<file path="src/rtl/mmu_mem_arbiter_pkg.sv">
// Shared types and defaults for the MMU-side data-cache port arbiter.
package ariane_pkg;

    localparam int unsigned DEFAULT_NUM_PORTS = 3;
    localparam int unsigned PADDR_W           = 56;
    localparam int unsigned DATA_W            = 64;
    localparam int unsigned BE_W              = 8;

    typedef struct packed {
        logic [PADDR_W-1:0] addr;
        logic               we;
        logic [DATA_W-1:0]  wdata;
        logic [BE_W-1:0]    be;
    } mem_port_req_t;

endpackage

</file>
<file path="src/rtl/mmu_arb_id_fifo.sv">
// Small circular FIFO holding the requester index of each issued transaction.
module mmu_arb_id_fifo #(
    parameter int unsigned DEPTH = 2,
    parameter int unsigned WIDTH = 2,
    localparam int unsigned CNT_W = $clog2(DEPTH + 1),
    localparam int unsigned PTR_W = (DEPTH > 1) ? $clog2(DEPTH) : 1
) (
    input  logic             clk_i,
    input  logic             rst_i,
    input  logic             push_i,
    input  logic             pop_i,
    input  logic [WIDTH-1:0] data_i,
    output logic [WIDTH-1:0] head_o,
    output logic [CNT_W-1:0] count_o,
    output logic             full_o,
    output logic             empty_o
);

    logic [WIDTH-1:0] mem_q [DEPTH];
    logic [WIDTH-1:0] mem_d [DEPTH];
    logic [PTR_W-1:0] wr_ptr_q, wr_ptr_d;
    logic [PTR_W-1:0] rd_ptr_q, rd_ptr_d;
    logic [CNT_W-1:0] count_q, count_d;
    logic             do_push;
    logic             do_pop;

    function automatic logic [PTR_W-1:0] ptr_next(input logic [PTR_W-1:0] p);
        return (p == PTR_W'(DEPTH - 1)) ? '0 : p + PTR_W'(1);
    endfunction

    assign full_o  = (count_q == CNT_W'(DEPTH));
    assign empty_o = (count_q == '0);
    assign count_o = count_q;
    assign head_o  = mem_q[rd_ptr_q];

    always_comb begin
        mem_d    = mem_q;
        wr_ptr_d = wr_ptr_q;
        rd_ptr_d = rd_ptr_q;
        count_d  = count_q;
        do_push  = push_i && !full_o;
        do_pop   = pop_i && !empty_o;
        if (do_push) begin
            mem_d[wr_ptr_q] = data_i;
            wr_ptr_d        = ptr_next(wr_ptr_q);
        end
        if (do_pop) begin
            rd_ptr_d = ptr_next(rd_ptr_q);
        end
        // Simultaneous push and pop leaves the count untouched.
        if (do_push && !do_pop) begin
            count_d = count_q + CNT_W'(1);
        end else if (!do_push && do_pop) begin
            count_d = count_q - CNT_W'(1);
        end
    end

    always_ff @(posedge clk_i or posedge rst_i) begin
        if (rst_i) begin
            for (int i = 0; i < int'(DEPTH); i++) begin
                mem_q[i] <= '0;
            end
            wr_ptr_q <= '0;
            rd_ptr_q <= '0;
            count_q  <= '0;
        end else begin
            mem_q    <= mem_d;
            wr_ptr_q <= wr_ptr_d;
            rd_ptr_q <= rd_ptr_d;
            count_q  <= count_d;
        end
    end

endmodule

</file>
<file path="src/rtl/mmu_mem_arbiter.sv">
// Round-robin arbiter sharing one D$ port among MMU requesters, with grant lock
// and in-order response routing through an ID FIFO.
module mmu_mem_arbiter
    import ariane_pkg::*;
#(
    parameter int unsigned NUM_PORTS       = DEFAULT_NUM_PORTS,
    parameter int unsigned MAX_OUTSTANDING = 2
) (
    input  logic                              clk_i,
    input  logic                              rst_i,
    input  logic [NUM_PORTS-1:0]              req_i,
    input  logic [NUM_PORTS-1:0][PADDR_W-1:0] addr_i,
    input  logic [NUM_PORTS-1:0]              we_i,
    input  logic [NUM_PORTS-1:0][DATA_W-1:0]  wdata_i,
    input  logic [NUM_PORTS-1:0][BE_W-1:0]    be_i,
    output logic [NUM_PORTS-1:0]              gnt_o,
    output logic [NUM_PORTS-1:0]              rvalid_o,
    output logic [DATA_W-1:0]                 rdata_o,
    output logic                              mem_req_o,
    output logic [PADDR_W-1:0]                mem_addr_o,
    output logic                              mem_we_o,
    output logic [DATA_W-1:0]                 mem_wdata_o,
    output logic [BE_W-1:0]                   mem_be_o,
    input  logic                              mem_gnt_i,
    input  logic                              mem_rvalid_i,
    input  logic [DATA_W-1:0]                 mem_rdata_i,
    output logic                              err_o
);

    localparam int unsigned IDX_W = (NUM_PORTS > 1) ? $clog2(NUM_PORTS) : 1;
    localparam int unsigned CNT_W = $clog2(MAX_OUTSTANDING + 1);

    logic [IDX_W-1:0] rr_ptr_q, rr_ptr_d;
    logic [IDX_W-1:0] locked_idx_q, locked_idx_d;
    logic             locked_q, locked_d;
    logic             err_q, err_d;
    logic [IDX_W-1:0] sel;
    logic             sel_valid;
    logic             issue;
    logic             fifo_pop;
    logic [IDX_W-1:0] fifo_head;
    logic [CNT_W-1:0] fifo_count;
    logic             fifo_empty;
    logic             fifo_full_unused;
    mem_port_req_t    sel_req;

    // Selection: locked index wins, else first request at or after rr_ptr.
    always_comb begin
        int k;
        k         = 0;
        sel       = locked_idx_q;
        sel_valid = 1'b0;
        if (rst_i) begin
            sel_valid = 1'b0;
        end else if (locked_q) begin
            sel_valid = 1'b1;
        end else if (fifo_count < CNT_W'(MAX_OUTSTANDING)) begin
            for (int i = int'(NUM_PORTS) - 1; i >= 0; i--) begin
                k = (int'(rr_ptr_q) + i) % int'(NUM_PORTS);
                if (req_i[k]) begin
                    sel       = IDX_W'(k);
                    sel_valid = 1'b1;
                end
            end
        end
    end

    always_comb begin
        sel_req.addr  = addr_i[sel];
        sel_req.we    = we_i[sel];
        sel_req.wdata = wdata_i[sel];
        sel_req.be    = be_i[sel];
    end

    assign mem_req_o   = sel_valid;
    assign mem_addr_o  = sel_req.addr;
    assign mem_we_o    = sel_req.we;
    assign mem_wdata_o = sel_req.wdata;
    assign mem_be_o    = sel_req.be;
    assign rdata_o     = mem_rdata_i;
    assign err_o       = err_q;

    assign issue    = sel_valid && mem_gnt_i;
    assign fifo_pop = mem_rvalid_i && !fifo_empty && !rst_i;

    always_comb begin
        gnt_o    = '0;
        rvalid_o = '0;
        if (issue) begin
            gnt_o[sel] = 1'b1;
        end
        if (fifo_pop) begin
            rvalid_o[fifo_head] = 1'b1;
        end
    end

    always_comb begin
        rr_ptr_d     = rr_ptr_q;
        locked_d     = locked_q;
        locked_idx_d = locked_idx_q;
        err_d        = err_q;
        if (issue) begin
            rr_ptr_d = (sel == IDX_W'(NUM_PORTS - 1)) ? '0 : sel + IDX_W'(1);
        end
        if (sel_valid && !mem_gnt_i) begin
            locked_d     = 1'b1;
            locked_idx_d = sel;
        end else if (issue) begin
            locked_d = 1'b0;
        end
        if (mem_rvalid_i && fifo_empty) begin
            err_d = 1'b1;
        end
    end

    always_ff @(posedge clk_i or posedge rst_i) begin
        if (rst_i) begin
            rr_ptr_q     <= '0;
            locked_q     <= 1'b0;
            locked_idx_q <= '0;
            err_q        <= 1'b0;
        end else begin
            rr_ptr_q     <= rr_ptr_d;
            locked_q     <= locked_d;
            locked_idx_q <= locked_idx_d;
            err_q        <= err_d;
        end
    end

    mmu_arb_id_fifo #(
        .DEPTH (MAX_OUTSTANDING),
        .WIDTH (IDX_W)
    ) u_id_fifo (
        .clk_i   (clk_i),
        .rst_i   (rst_i),
        .push_i  (issue),
        .pop_i   (fifo_pop),
        .data_i  (sel),
        .head_o  (fifo_head),
        .count_o (fifo_count),
        .full_o  (fifo_full_unused),
        .empty_o (fifo_empty)
    );

endmodule

</file>
<file path="config.mk">
export PLATFORM = sky130hd
export DESIGN_NAME = mmu_mem_arbiter
export DESIGN_NICKNAME = d
export VERILOG_FILES = /design/src/rtl/mmu_mem_arbiter_pkg.sv /design/src/rtl/mmu_arb_id_fifo.sv /design/src/rtl/mmu_mem_arbiter.sv
export SDC_FILE = /design/constraint.sdc
export NUM_CORES = 1
export LEC_CHECK = 0
export CORE_AREA = 2 2 256 258
export DETAILED_ROUTE_END_ITERATION = 6
export DIE_AREA = 0 0 258 260
export DONT_BUFFER_PORTS = 1
export GPL_ROUTABILITY_DRIVEN = 0
export PLACE_DENSITY = 0.3
export SYNTH_ARGS = -nofsm -noshare
export SYNTH_HDL_FRONTEND = slang
export SYNTH_SLANG_ARGS = --single-unit
export TNS_END_PERCENT = 20
</file>
<file path="constraint.sdc">
create_clock -name clk_i -period 4.87 [get_ports clk_i]
set_input_delay 0.974 -clock clk_i [delete_from_list [all_inputs] [get_ports clk_i]]
set_output_delay 0.974 -clock clk_i [all_outputs]
set_load 0.02 [all_outputs]
</file>
==> reports/results.env, run 1 <==
CP-START-KIND='flip-flop'
YS_SEQ_ELEMENTS=14
FIN_WORST_SKEW_NS=0.00222
SYN_INST=468
WORSTHOLDPATHCELLS=1
SYNTH_SEQUENTIAL_AREA_RATIO_PCT=8.00
POWER.LEAKAGE_nW=1.55
CLK_PIN_SLEW_WORST_PATHS_NS=0.05
SYNTHTOLAYOUTAREAGROWTH_PCT=15.9
DR.FIRST_ITER.DRC_COUNT=235
DIE_AREA_MM2=0.0671
INITIAL_ANTENNA_VIOLATION_COUNT=25
SYNTHESIS.AREA_PER_INSTANCE_UM2=9.35
MAX_CAP_VIOL_COUNT=0
MAPPEDNETLISTAREA_MM2=0.00438
MULTI_INPUT_AREA_MM2=0.00319
SYNTH_WARNINGS=0
CRITPATHKIND='reg -> out'
FIN_CELLS=1247
INITIAL_CORE_UTILIZATION_PCT=6.83
POST-ROUTE-CELL-AREA_MM2=0.00507
WORST-ENDPOINT-ARRIVAL_NS=3.51
YS_ASYNC_SR_FRACTION_PCT=100
STATUS='complete, no violations'
REG2REG_DEPTH=10
WORSTSETUPSTARTPOINT='rr_ptr_q[0]'
POWER_DENSITY_mW_PER_MM2=888
SYNTH_EDF_COUNT=0
POST_CTS_RESIZED=0
FINAL.HOLD.WORST_SLACK_NS=0.484
CRIT_REQUIRED_NS=3.90
CTSLONGESTPATHBUFFERS=2
CTS.ROOT.BUFFER_CELL='sky130_fd_sc_hd__clkbuf_16'
SYNTH_FLOP_CELL='sky130_fd_sc_hd__dfrtp_1'
HOLDBUFCOUNTCTS=0
DETAILED_PLACE_HPWL_UM=24200
DIE-HEIGHT_UM=260
WORSTPATHMAXFANOUT=76
CRITPATHCAPTURETYPE='output pin'
PIN_COUNT_OF_THE_BIGGEST_NET_ENTERING_GLOBAL_ROUTING=132
MIN_PATH_TYPE='reg -> reg'
SKEW_PAIR_LATE_INSERTION_DELAY_NS=0.25
YOSYSMOSTFREQUENTCELL='sky130_fd_sc_hd__mux2i_1'
NUMBER_OF_ITERATIONS_IN_THE_FIRST_DETAILED_ROUTING_PASS=4
FINALHOLDVIOLATIONS=0
SHORTEST_CLOCK_PERIOD_THE_WORST_PATH_ALLOWS_AFTER_LAYOUT_NS=4.49
RELSLEWSLACK_PCT=49.6
POSTPLACECELLAREA_MM2=0.00496
GRT_SETUP_UNREPAIRED='false'
GLOBAL_ROUTE_WIRE_LENGTH_BEFORE_REPAIR_UM=33700
CLOCK_SINKS=14
IO_BUFFERS=0
GRT_USAGE_PCT=7.46
CLOCK_TREE_FROM_TRITONCTS='built'
DRV_SLEW=0
FINAL-SEQ-AREA_UM2=350
FINAL_LAYOUT_SIZE_SUFFIX_GT1_SHARE_PCT=18.6
NETLIST_TOP_CELLS_AREA='sky130_fd_sc_hd__mux2i_1 30%, sky130_fd_sc_hd__o2bb2ai_1 20%, sky130_fd_sc_hd__buf_4 13%'
FILLERS=7454
DIE-WIDTH_UM=258
OVERFLOW=0
FINAL_ANTENNA_NET_COUNT=0
CORE_MM2=0.0641
LAYOUT_WORST_PATH_CYCLE_SHARE_PCT=92.2
WORST-SLEW-PIN-TRANSITION_NS=0.755
FMAX_MHz=223
WL_PER_CELL_UM=22.1
CTS_INSERTED_BUFFERS=3
DP_WORST_SETUP_SLACK_NS=-0.0471
TOTAL_NEGATIVE_SETUP_SLACK_NS=0
BOUNDARYPINS=659
SYNTH.LARGEST_AREA_CELL='sky130_fd_sc_hd__mux2i_1'
PEAKVDDDROP_uV=271
DETAIL_ROUTE.DRC_VIOLATIONS=0
NUMBER_OF_NETS_AT_THE_END_OF_THE_FLOW=849
PLACEDCELLCOUNT=1237
FIRST_GLOBAL_VIAS=3622
POST_CTS_SETUP_BUFFERS=1
HTREE_LEVELS=1
POSTROUTEWIRELENGTH_UM=27600
HP-START='u_id_fifo.wr_ptr_q'
END_OF_FLOW_CORE_UTILIZATION_PCT=7.91
FINAL_CRITICAL_PATH_SETUP_SLACK_NS=0.382
RR_STARTPOINT='rr_ptr_q[0]'
NUM_VIAS=3814
TIMING.FINAL.SETUP_VIOLATIONS=0
VIASPERCELL=3.06
POST_SYNTH_MOST_FREQUENT_CELLS='131 x sky130_fd_sc_hd__mux2i_1, 99 x sky130_fd_sc_hd__o2bb2ai_1, 74 x sky130_fd_sc_hd__buf_4, 30 x sky130_fd_sc_hd__o2bb2ai_2'
POST-LAYOUT-TOTAL-POWER_mW=4.51
SYNTH.DISTINCT_CELLS=42
SYNTHDOMINANTCELLAREASHARE_PCT=30.0
CORE.ROWCOUNT=93
SYNTHESIS.NETS=929
==> final cells by class <==
type,instances,share of cell area [%]
Inverter,7,0.518
Clock buffer,4,1.75
Antenna cell,5,0.247
Sequential cell,14,6.91
Tap cell,855,21.1
Multi-Input combinational cell,335,62.8
Timing Repair Buffer,27,6.71
==> registers in the layout (all words and copies together), names as in the netlist <==
signal,count
locked_q,1
u_id_fifo.mem_q,4
u_id_fifo.wr_ptr_q,1
rr_ptr_q,2
u_id_fifo.count_o,2
locked_idx_q,2
u_id_fifo.rd_ptr_q,1
err_o,1
==> critical path: stages (launching register included) <==
cell and delay, ns:
sky130_fd_sc_hd__dfrtp_1 0.37, sky130_fd_sc_hd__inv_1 0.06, sky130_fd_sc_hd__ha_1 0.43, sky130_fd_sc_hd__o21a_1 0.25, sky130_fd_sc_hd__o221ai_1 0.16, sky130_fd_sc_hd__o21ai_0 0.20
sky130_fd_sc_hd__a21oi_4 0.19, sky130_fd_sc_hd__buf_4 0.27, sky130_fd_sc_hd__buf_12 0.39, sky130_fd_sc_hd__mux2i_1 0.45, sky130_fd_sc_hd__o2bb2ai_1 0.12, sky130_fd_sc_hd__buf_4 0.17
==> cell usage in the layout (no fill, tap or decap), types with 2 or more instances in the layout <==
cell type | netlist | final
sky130_fd_sc_hd__clkbuf_16 | 0 | 3
sky130_fd_sc_hd__or3_1 | 2 | 2
sky130_fd_sc_hd__a21o_1 | 2 | 2
sky130_fd_sc_hd__nor3b_1 | 2 | 2
sky130_fd_sc_hd__ha_1 | 3 | 3
sky130_fd_sc_hd__nand3b_1 | 2 | 2
sky130_fd_sc_hd__nor3_1 | 6 | 6
sky130_fd_sc_hd__buf_4 | 74 | 16
sky130_fd_sc_hd__nor2_1 | 11 | 11
sky130_fd_sc_hd__dfrtp_1 | 14 | 14
sky130_fd_sc_hd__mux2_1 | 2 | 2
sky130_fd_sc_hd__mux2_2 | 5 | 5
sky130_fd_sc_hd__o2bb2ai_2 | 30 | 30
sky130_fd_sc_hd__o21a_1 | 2 | 2
sky130_fd_sc_hd__inv_1 | 7 | 7
sky130_fd_sc_hd__xor2_1 | 2 | 2
sky130_fd_sc_hd__nand2_1 | 5 | 5
sky130_fd_sc_hd__buf_12 | 0 | 11
sky130_fd_sc_hd__xnor2_1 | 3 | 3
sky130_fd_sc_hd__o211ai_1 | 2 | 2
sky130_fd_sc_hd__o2bb2ai_1 | 99 | 99
sky130_fd_sc_hd__mux2i_1 | 131 | 131
sky130_fd_sc_hd__diode_2 | 0 | 5
sky130_fd_sc_hd__a31oi_1 | 4 | 4
sky130_fd_sc_hd__o21ai_0 | 2 | 2
sky130_fd_sc_hd__nor2b_1 | 4 | 3
sky130_fd_sc_hd__nand2b_1 | 2 | 2
==> logic make-up after synthesis <==
family,after synthesis,synth area share (%)
xor gates and xnor gates,5,1.00
adders and majority gates,3,0.858
AOI/OAI and AO/OA,151,34.2
buffers and inverters,119,19.6
muxes,138,31.8
DFF,14,8.00
and+or+nand+nor,38,4.66
==> routing by layer <==
layer	global-route usage, %	routed length [um]	vias up
met5	0	21	-
met3	2.07	2750	89
li1	-	-	1605
met4	2.65	1070	4
met1	8.71	10300	1745
met2	13.0	13500	371
==> final timing paths <==
| check | slack (ns) | to |
|---|---|---|
| min in group asynchronous | 0.69 | u_id_fifo.wr_ptr_q |
| max in group asynchronous | 3.77 | locked_idx_q[1] |
| min | 0.48 | u_id_fifo.wr_ptr_q |
| max reg2reg | 2.03 | rr_ptr_q[1] |
| min reg2reg | 0.48 | u_id_fifo.wr_ptr_q |
| max | 0.38 | mem_addr_o[25] |
==> power by group <==
part           internal (mW)  total (mW)  switching, mW
clock network          0.125       0.176         0.0512
logic                   1.31        4.10           2.79
registers              0.168       0.226         0.0580
total                   1.60        4.51           2.90
Power figures use the tool's default switching activity.
==> run 2: changes to the inputs <==
- CAP_MARGIN: unset -> 5
==> results of run 2 <==
No change in the layout: final DEF, timing and power equal those of run 1.
==> run 3: changes to the inputs <==
- CORE_AREA: 2 2 256 258 -> 2 2 257 259
- DIE_AREA: 0 0 258 260 -> 0 0 259 261
==> run 3 against run 2 <==
Non-clock buffer count decreased by 19. Worst setup slack better by 0.27 ns. Highest routed layer unchanged. Worst hold slack got worse by 0.0079 ns. Clock skew hardly changed. Register-to-register slack gained 0.11 ns. Largest power group unchanged. Design area down 4.2%. Clock power hardly changed. Fmax is 6.5% higher. Total power fell by 7.1%. Sequential share of layout area up 0.30 points. Sequential power about the same.
==> reports/results.env, run 3 (synthesized netlist as in run 1, its figures left out) <==
PIN_COUNT_OF_THE_BIGGEST_NET_ENTERING_GLOBAL_ROUTING=135  # +2.3%
FIRST_GLOBAL_VIAS=3349  # -7.5%
FF2FF_SETUP_SLACK_NS=2.14  # +0.11 ns
GRT-BUSIEST-LAYER='met2'
INITIAL_ANTENNA_VIOLATION_COUNT=4  # -84%
WORST-SLEW-PIN-TRANSITION_NS=0.851  # +0.0954 ns
TIMING.FINAL.SETUP_VIOLATIONS=0  # unchanged
NUMBER_OF_NETS_AT_THE_END_OF_THE_FLOW=830  # -2.2%
POST_CTS_RESIZED=0  # unchanged
INITIAL_CORE_UTILIZATION_PCT=6.73  # -0.097 points
RR_STARTPOINT='rr_ptr_q[0]'
SWITCHING_SHARE_PCT=66.8  # +2.4 points
POST_CTS_SETUP_BUFFERS=0  # -1
MIN_PATH_TYPE='reg -> reg'
MAX_CAP_VIOL_COUNT=0  # unchanged
GLOBAL_ROUTE_WIRE_LENGTH_BEFORE_REPAIR_UM=23900  # -29%
CTS_INSERTED_BUFFERS=3  # unchanged
DR.FIRST_ITER.DRC_COUNT=139  # -41%
CELLINTERNALPOWER_mW=1.39  # -13%
NUMBER_OF_ITERATIONS_IN_THE_FIRST_DETAILED_ROUTING_PASS=4  # unchanged
GRT_USE_MET3_PCT=1.48  # -0.59 points
DIE_AREA_MM2=0.0676  # +0.77%
VIASPERCELL=2.95  # -3.4%
CP-START-KIND='flip-flop'
CTS.ROOT.BUFFER_CELL='sky130_fd_sc_hd__clkbuf_16'
GLOBALROUTEMET2UTIL_PCT=8.88  # -4.1 points
FINAL_CRITICAL_PATH_SETUP_SLACK_NS=0.655  # +0.273 ns
SHORTEST_CLOCK_PERIOD_THE_WORST_PATH_ALLOWS_AFTER_LAYOUT_NS=4.21  # -0.273 ns
HP-START='u_id_fifo.wr_ptr_q'
POWER.LEAKAGE_nW=1.43  # -7.7%
GR_LAYER_USAGE_MET1_PCT=5.07  # -3.6 points
LAYOUT_WORST_PATH_CYCLE_SHARE_PCT=86.5  # -5.6 points
CLKPWRFRAC_PCT=4.2  # +0.3 points
DIE-WIDTH_UM=259  # +0.39%
LAYOUT.CELLS.MOST_COMMON='sky130_fd_sc_hd__mux2i_1'
BOUNDARYPINS=659  # unchanged
DIE-HEIGHT_UM=261  # +0.38%
STATUS='complete, no violations'
CLOCK_TREE_FROM_TRITONCTS='built'
TOTAL_NEGATIVE_SETUP_SLACK_NS=0  # unchanged
WORSTPATHMAXFANOUT=62  # -18%
WORST_HOLD_END='u_id_fifo.wr_ptr_q'
DETAIL_ROUTE.DRC_VIOLATIONS=0  # unchanged
R2R_ENDPOINT='rr_ptr_q[1]'
POWER_DENSITY_mW_PER_MM2=862  # -3.0%
POSTROUTEWIRELENGTH_UM=19100  # -31%
HOLDBUFCOUNTCTS=0  # unchanged
FINAL_LAYOUT_SIZE_SUFFIX_GT1_SHARE_PCT=14.4  # -4.2 points
WORST-ENDPOINT-ARRIVAL_NS=3.24  # -0.27 ns
WORSTHOLDPATHCELLS=1  # unchanged
FINAL_ANTENNA_NET_COUNT=0  # unchanged
SYNTHTOLAYOUTAREAGROWTH_PCT=11.0
SKEW_PAIR_LATE_INSERTION_DELAY_NS=0.24  # about the same
CRITPATHKIND='reg -> out'
CLK_PIN_SLEW_WORST_PATHS_NS=0.05  # about the same
CORE.ROWCOUNT=94  # +1.1%
IO_BUFFERS=0  # unchanged
HTREE_LEVELS=1  # unchanged
CRIT_REQUIRED_NS=3.90  # about the same
P_SWITCHING_mW=2.80  # -3.5%
RELSLEWSLACK_PCT=43.3  # -6.3 points
OVERFLOW=0  # unchanged
FMAX_MHz=237  # +6.5%
CORE_MM2=0.0650  # +1.4%
LARGEST_REGISTER='u_id_fifo.mem_q'
CRITPATHCAPTURETYPE='output pin'
PEAKVDDDROP_uV=327  # +21%
DP_WORST_SETUP_SLACK_NS=0.737  # +0.784 ns
DRV_SLEW=0  # unchanged
DETAILED_PLACE_HPWL_UM=16000  # -34%
LARGEST_REGISTER_FF_COUNT=4  # unchanged
CTSLONGESTPATHBUFFERS=2  # unchanged
WL_PER_CELL_UM=15.5  # -30%
FIN_WORST_SKEW_NS=0.00213  # -0.0000925 ns
FINALHOLDVIOLATIONS=0  # unchanged
POWER.SHARE.SEQUENTIAL_PCT=5.4  # +0.4 points
NUM_VIAS=3645  # -4.4%
GRT_SETUP_UNREPAIRED='false'
COMBPWRFRAC_PCT=90.4  # -0.7 points
GRT_USAGE_PCT=4.77  # -2.7 points
LAYOUT.CELLS.MOST_COMMON_LIST='131 x sky130_fd_sc_hd__mux2i_1, 99 x sky130_fd_sc_hd__o2bb2ai_1, 30 x sky130_fd_sc_hd__o2bb2ai_2'
CLOCK_SINKS=14  # unchanged
REG2REG_DEPTH=10  # unchanged
==> run 3: cell types whose count changed in the layout (fill, tap and decap cells not counted) <==
cell	previous run	this run
sky130_fd_sc_hd__buf_4	16	3
sky130_fd_sc_hd__buf_12	11	5
sky130_fd_sc_hd__diode_2	5	2
==> run 3: cell type report <==
type | count | area [um2]
Inverter | 7 | 26.3
Timing Repair Buffer | 8 | 123
Sequential cell | 14 | 350
Clock buffer | 4 | 88.8
Multi-Input combinational cell | 335 | 3190
Antenna cell | 2 | 5.00
Tap cell | 864 | 1080
Fill cell | 7584 | 60200
==> run 3: power groups by stage <==
stage / Combinational, mW / Sequential, mW / Clock [mW]
6_report: 3.79 / 0.227 / 0.174
4_1_cts: 3.80 / 0.229 / 0.179
3_3_place_gp: 3.79 / 0.227 / 0
3_5_place_dp: 3.79 / 0.230 / 0
5_1_grt: 4.01 / 0.239 / 0.184
2_1_floorplan: 3.50 / 0.204 / 0
==> run 3: per-stage QoR <==
stage,cell area (um2),util (%),total power [mW],hold slack [ns],std cells
6_report,4860,7.47,4.19,0.476,1234
5_1_grt,4860,7.47,4.43,0.502,1234
4_1_cts,4850,7.46,4.21,0.482,1232
3_5_place_dp,4770,7.33,4.02,0.468,1228
3_3_place_gp,4770,7.33,4.01,0.464,1228
2_1_floorplan,4380,-,3.70,0.448,468
==> run 3: routing by layer <==
metal | wire [um] | up-vias
li1 | - | 1573
met1 | 6650 | 1692
met4 | 649 | 2
met2 | 9940 | 336
met3 | 1880 | 42
met5 | 9 | -
==> run 3: how the worst max path moves through the flow <==
| stage | from | to | slack (ns) | depth (start not counted) |
|---|---|---|---|---|
| after global placement | rst_i | mem_addr_o[40] | 0.70 | 7 |
| after global routing | rr_ptr_q[0] | mem_wdata_o[31] | 0.48 | 10 |
| after detailed placement | rst_i | mem_addr_o[40] | 0.74 | 7 |
| final | rr_ptr_q[0] | mem_wdata_o[31] | 0.66 | 9 |
| after CTS | rr_ptr_q[0] | mem_wdata_o[31] | 0.69 | 10 |
| after floorplan | rst_i | gnt_o[2] | 1.23 | 8 |
==> run 3: critical path: stages, from the launching register on <==
cell	delay, ns
sky130_fd_sc_hd__dfrtp_1	0.37
sky130_fd_sc_hd__inv_1	0.05
sky130_fd_sc_hd__ha_1	0.42
sky130_fd_sc_hd__o21a_1	0.24
sky130_fd_sc_hd__o221ai_1	0.15
sky130_fd_sc_hd__o21ai_0	0.20
sky130_fd_sc_hd__a21oi_4	0.26
sky130_fd_sc_hd__buf_12	0.33
sky130_fd_sc_hd__mux2i_1	0.15
sky130_fd_sc_hd__o2bb2ai_1	0.70
